$ cat src/rtl/seed_key_sched_ctrl.sv
// SEED key schedule sequencer: loads the user key, requests G for each of the
// 16 rounds from a shared G unit, and hands each round-key pair downstream.
// Optional feature: define SEED_KS_ABORT_EN to add the abort_i port.
module seed_key_sched_ctrl (
    input  logic         clk_i,
    input  logic         reset_i,
    input  logic         start_i,
    input  logic [127:0] key_i,
`ifdef SEED_KS_ABORT_EN
    input  logic         abort_i,
`endif
    output logic         busy_o,
    output logic         done_o,
    output logic         g_req_o,
    output logic [31:0]  g_in0_o,
    output logic [31:0]  g_in1_o,
    input  logic         g_ack_i,
    input  logic [31:0]  g_out0_i,
    input  logic [31:0]  g_out1_i,
    output logic         rk_valid_o,
    output logic [31:0]  rk0_o,
    output logic [31:0]  rk1_o,
    output logic [3:0]   rk_round_o,
    input  logic         rk_ready_i
);

    localparam logic [31:0] Kc0 = 32'h9E3779B9;

    typedef enum logic [1:0] {StIdle, StGreq, StOut} state_e;

    state_e      state_q, state_d;
    logic [31:0] a_q, a_d, b_q, b_d, c_q, c_d, d_q, d_d;
    logic [31:0] kc_q, kc_d;
    logic [3:0]  round_q, round_d;
    logic [31:0] rk0_q, rk0_d, rk1_q, rk1_d;
    logic        busy_q, done_q, done_d, g_req_q, rk_valid_q;

    // G arguments are pure functions of the key words, so they hold while waiting for g_ack.
    assign g_in0_o = a_q + c_q - kc_q;
    assign g_in1_o = b_q - d_q + kc_q;

    assign busy_o     = busy_q;
    assign done_o     = done_q;
    assign g_req_o    = g_req_q;
    assign rk_valid_o = rk_valid_q;
    assign rk0_o      = rk0_q;
    assign rk1_o      = rk1_q;
    assign rk_round_o = round_q;

    // Next-state logic: key load, G capture, and between-round word rotations.
    always_comb begin
        state_d = state_q;
        a_d     = a_q;
        b_d     = b_q;
        c_d     = c_q;
        d_d     = d_q;
        kc_d    = kc_q;
        round_d = round_q;
        rk0_d   = rk0_q;
        rk1_d   = rk1_q;
        done_d  = 1'b0;
        unique case (state_q)
            StIdle: begin
                if (start_i) begin
                    a_d     = key_i[127:96];
                    b_d     = key_i[95:64];
                    c_d     = key_i[63:32];
                    d_d     = key_i[31:0];
                    kc_d    = Kc0;
                    round_d = 4'd0;
                    state_d = StGreq;
                end
            end
            StGreq: begin
                if (g_ack_i) begin
                    rk0_d   = g_out0_i;
                    rk1_d   = g_out1_i;
                    state_d = StOut;
                end
            end
            StOut: begin
                if (rk_ready_i) begin
                    if (round_q == 4'd15) begin
                        done_d  = 1'b1;
                        state_d = StIdle;
                    end else begin
                        // Even rounds rotate A||B right by 8, odd rounds rotate C||D left by 8.
                        if (!round_q[0]) begin
                            {a_d, b_d} = {b_q[7:0], a_q, b_q[31:8]};
                        end else begin
                            {c_d, d_d} = {c_q[23:0], d_q, c_q[31:24]};
                        end
                        kc_d    = {kc_q[30:0], kc_q[31]};
                        round_d = round_q + 4'd1;
                        state_d = StGreq;
                    end
                end
            end
            default: state_d = StIdle;
        endcase
`ifdef SEED_KS_ABORT_EN
        // Abort wins over any handshake this cycle; key words and round are left as they were.
        if (abort_i && (state_q != StIdle)) begin
            a_d     = a_q;
            b_d     = b_q;
            c_d     = c_q;
            d_d     = d_q;
            kc_d    = kc_q;
            round_d = round_q;
            rk0_d   = rk0_q;
            rk1_d   = rk1_q;
            done_d  = 1'b0;
            state_d = StIdle;
        end
`endif
    end

    // State and registered status outputs, all derived from the next state.
    always_ff @(posedge clk_i or posedge reset_i) begin
        if (reset_i) begin
            state_q    <= StIdle;
            a_q        <= '0;
            b_q        <= '0;
            c_q        <= '0;
            d_q        <= '0;
            kc_q       <= '0;
            round_q    <= '0;
            rk0_q      <= '0;
            rk1_q      <= '0;
            busy_q     <= 1'b0;
            done_q     <= 1'b0;
            g_req_q    <= 1'b0;
            rk_valid_q <= 1'b0;
        end else begin
            state_q    <= state_d;
            a_q        <= a_d;
            b_q        <= b_d;
            c_q        <= c_d;
            d_q        <= d_d;
            kc_q       <= kc_d;
            round_q    <= round_d;
            rk0_q      <= rk0_d;
            rk1_q      <= rk1_d;
            busy_q     <= (state_d != StIdle);
            done_q     <= done_d;
            g_req_q    <= (state_d == StGreq);
            rk_valid_q <= (state_d == StOut);
        end
    end

endmodule

$ cat config.mk
export PLATFORM = sky130hd
export DESIGN_NAME = seed_key_sched_ctrl
export DESIGN_NICKNAME = d
export VERILOG_FILES = /design/src/rtl/seed_key_sched_ctrl.sv
export SDC_FILE = /design/constraint.sdc
export NUM_CORES = 1
export LEC_CHECK = 0
export CAP_MARGIN = 20
export CORE_UTILIZATION = 50
export DETAILED_ROUTE_END_ITERATION = 10
export PLACE_DENSITY_LB_ADDON = 0.1
export SYNTH_ARGS = -nofsm -noshare
export SYNTH_HDL_FRONTEND = slang
export SYNTH_SLANG_ARGS = --single-unit
$ cat constraint.sdc
create_clock -name clk_i -period 22.5 [get_ports clk_i]
set_input_delay 3.375 -clock clk_i [delete_from_list [all_inputs] [get_ports clk_i]]
set_output_delay 3.375 -clock clk_i [all_outputs]
set_load 0.005 [all_outputs]
==> out/metrics.cfg <==
[hold_path]
hold_path_class=register to register

[global_route]
grt_max_degree=91
gr-total-overflow=0
antenna_found_initial=0
grt_usage_pct=32.4
grt_pass1_wl_um=76600
grt_pass1_vias=13700

[worst_setup_path]
worstSetupPathType=register to output pin
worstSetupStartpointType=register
crit_arrival_ns=4.41
critPathMaxStageDelay_ns=0.56
critPathSlowestCell=fa_1
crit_path_max_fanout=8
cp.required_ns=19.12
crit_chain=inv_1 -> fa_1 -> inv_1 -> ha_1 -> a21oi_1 -> o21bai_1 -> a22o_1 -> a211oi_2 -> o21ai_1 -> a31oi_1 -> o21ai_1 -> xor2_1 -> clkdlybuf4s50_1
critPathCaptureType=output pin
critPathBufInv=3
cp_top_family=compound AO/OA/AOI/OAI gates

[clock_network]
cts_made_buffers=26
cts_buffer_depth=3
clkSlewWorstSetupHoldPaths_ns=0.06
clock_latency_ns=0.55
htree_num_levels=1
cts_resized=0
cts-root-buf=clkbuf_16
cts.hold.buffers_added=0
postCtsSetupRepairBufs=0
cts_tree=yes
clock_sink_count=234

[synth]
synth-edff-count=0
synth_cell_types=65
synthesis.nets=2068
async_flop_share_pct=100
yosysWarnings=0
synth_cells=1744
netlist_area_mm2=0.0151
synth_area_per_cell_um2=8.69
ys.flop_type=dfrtp_1
yosysSeqAreaShare_pct=38.7
synth_seq_cells=234

[finish]
syn_to_final_growth_pct=29.7
final_common_cell=clkdlybuf4s50_1
drive_above_1_share_pct=6.58
layout.cells.non_filler=2441
nFillCells=2465
nNetsFinal=2356
most-common-layout-cells=332 x clkdlybuf4s50_1, 261 x inv_1, 237 x nand2_1
diodes=0

[die]
die_w_um=176
core_area_mm2=0.0297
dieArea_mm2=0.0310
pin_count=333
die_h_um=176
initial_core_util_pct=51.0
fp-row-count=63

[route]
routedWlPerCell_um=20.3
drtAntennaViolNets=0
vias=13700
dr.pass1.iters=5
drt_wl_total_um=49600
avgViaCountPerCell=5.61
post-route-drc-count=0
drt_first_iter_violations=1117

[sta]
setup_viol=0
fin_skew_ns=0.0293
rsz0062_at_grt=false
finalHoldViolCount=0
hold_slack_ns=0.481
slew_headroom_pct=31.5
fmax_ghz=0.128
period_minus_slack_ns=7.79
final_max_slew_viol_count=0
setup_ws_ns=14.71
tightest_slew_ns=1.03
fin_setup_tns_ns=0
post-route-period-util_pct=34.6

[run_status]
outcome=finished clean

[placed_design]
io_buffers=332
placed_cells=2393
place_congestion=0.966
dp_hpwl_um=38900
pre_cts_ws_ns=15.35

[job]
maxCapViolations=0

state kept, by name (all words and copies together), names as in the netlist, 2 cells and up:
| signal | count |
|---|---|
| c_q | 32 |
| rk_round_o | 4 |
| state_q | 2 |
| rk1_o | 32 |
| kc_q | 32 |
| a_q | 32 |
| b_q | 32 |
| rk0_o | 32 |
| d_q | 32 |
cells in the mapped netlist, types with 5 or more instances:
cell type | instances | area [um^2]
inv_1 | 262 | 983
nand2_1 | 239 | 897
dfrtp_1 | 234 | 5860
nor2_1 | 163 | 612
a21oi_1 | 122 | 611
o21ai_0 | 95 | 475
a31oi_1 | 72 | 450
clkbuf_1 | 67 | 251
ha_1 | 65 | 813
mux2_2 | 64 | 721
fa_1 | 62 | 1240
xnor2_1 | 42 | 368
a21o_1 | 29 | 218
a22oi_1 | 19 | 143
xor2_1 | 19 | 166
nand3_1 | 18 | 90.1
o22ai_1 | 16 | 100
and3_1 | 14 | 87.6
buf_2 | 14 | 70.1
o21ai_1 | 11 | 55.1
o21a_1 | 10 | 75.1
nand4_1 | 8 | 50.1
a211oi_1 | 7 | 52.6
and2_1 | 7 | 43.8
o21bai_1 | 7 | 52.6
nand2b_1 | 6 | 37.5
mux2i_1 | 5 | 50.1
o211ai_1 | 5 | 37.5
worst min-delay path, cell delays in order, from the launching register on:
cell and delay, ns:
dfrtp_1 0.34, nand2_1 0.05, o21ai_0 0.06
final timing paths:
| path | startpoint | endpoint | slack [ns] | depth (start not counted) |
|---|---|---|---|---|
| setup / recovery | c_q[13] | g_in0_o[26] | 14.71 | 13 |
| max in group asynchronous | reset_i | b_q[8] | 17.15 | 5 |
| setup reg to reg | rk_round_o[0] | c_q[1] | 18.36 | 7 |
| hold reg to reg | a_q[17] | a_q[17] | 0.48 | 2 |
| hold / removal | a_q[17] | a_q[17] | 0.48 | 2 |
| min in group asynchronous | reset_i | rk_round_o[1] | 3.31 | 2 |
per-layer routing:
metal,up-vias,track usage (%),share of wire [%]
li1,6324,-,-
met1,6644,43.4,40
met2,658,52.7,47
met3,79,6.74,9.7
met4,0,9.82,3.1
met5,-,0,0
kinds of logic after synthesis:
kind of cell | after synthesis | share of synthesized area, %
fa+ha+maj | 127 | 13.6
mux | 69 | 5.09
buf+inv | 344 | 8.64
xor+xnor | 61 | 3.53
flops | 234 | 38.7
simple gates | 477 | 13.0
compound gates | 432 | 17.5
cell type report:
type / count / area [um^2] / area share (%)
flip-flops and latches: 234 / 5860 / 29.8
clock buffers: 37 / 752 / 3.83
clock inverters: 10 / 123 / 0.624
inverters: 262 / 991 / 5.04
multi-input cells: 1166 / 8020 / 40.8
well taps: 390 / 488 / 2.48
repair buffers: 342 / 3420 / 17.4
metrics by stage:
stage | instance area (um^2) | utilization, %
after floorplan | 15100 | -
after global placement | 18700 | 63.1
after detailed placement | 18700 | 63.1
after CTS | 19600 | 66.0
after global routing | 19600 | 66.1
final | 19600 | 66.1
Power is left out: the tool's default activity adds up to more than one toggle a clock period on the data nets, which glitch-free logic cannot reach.
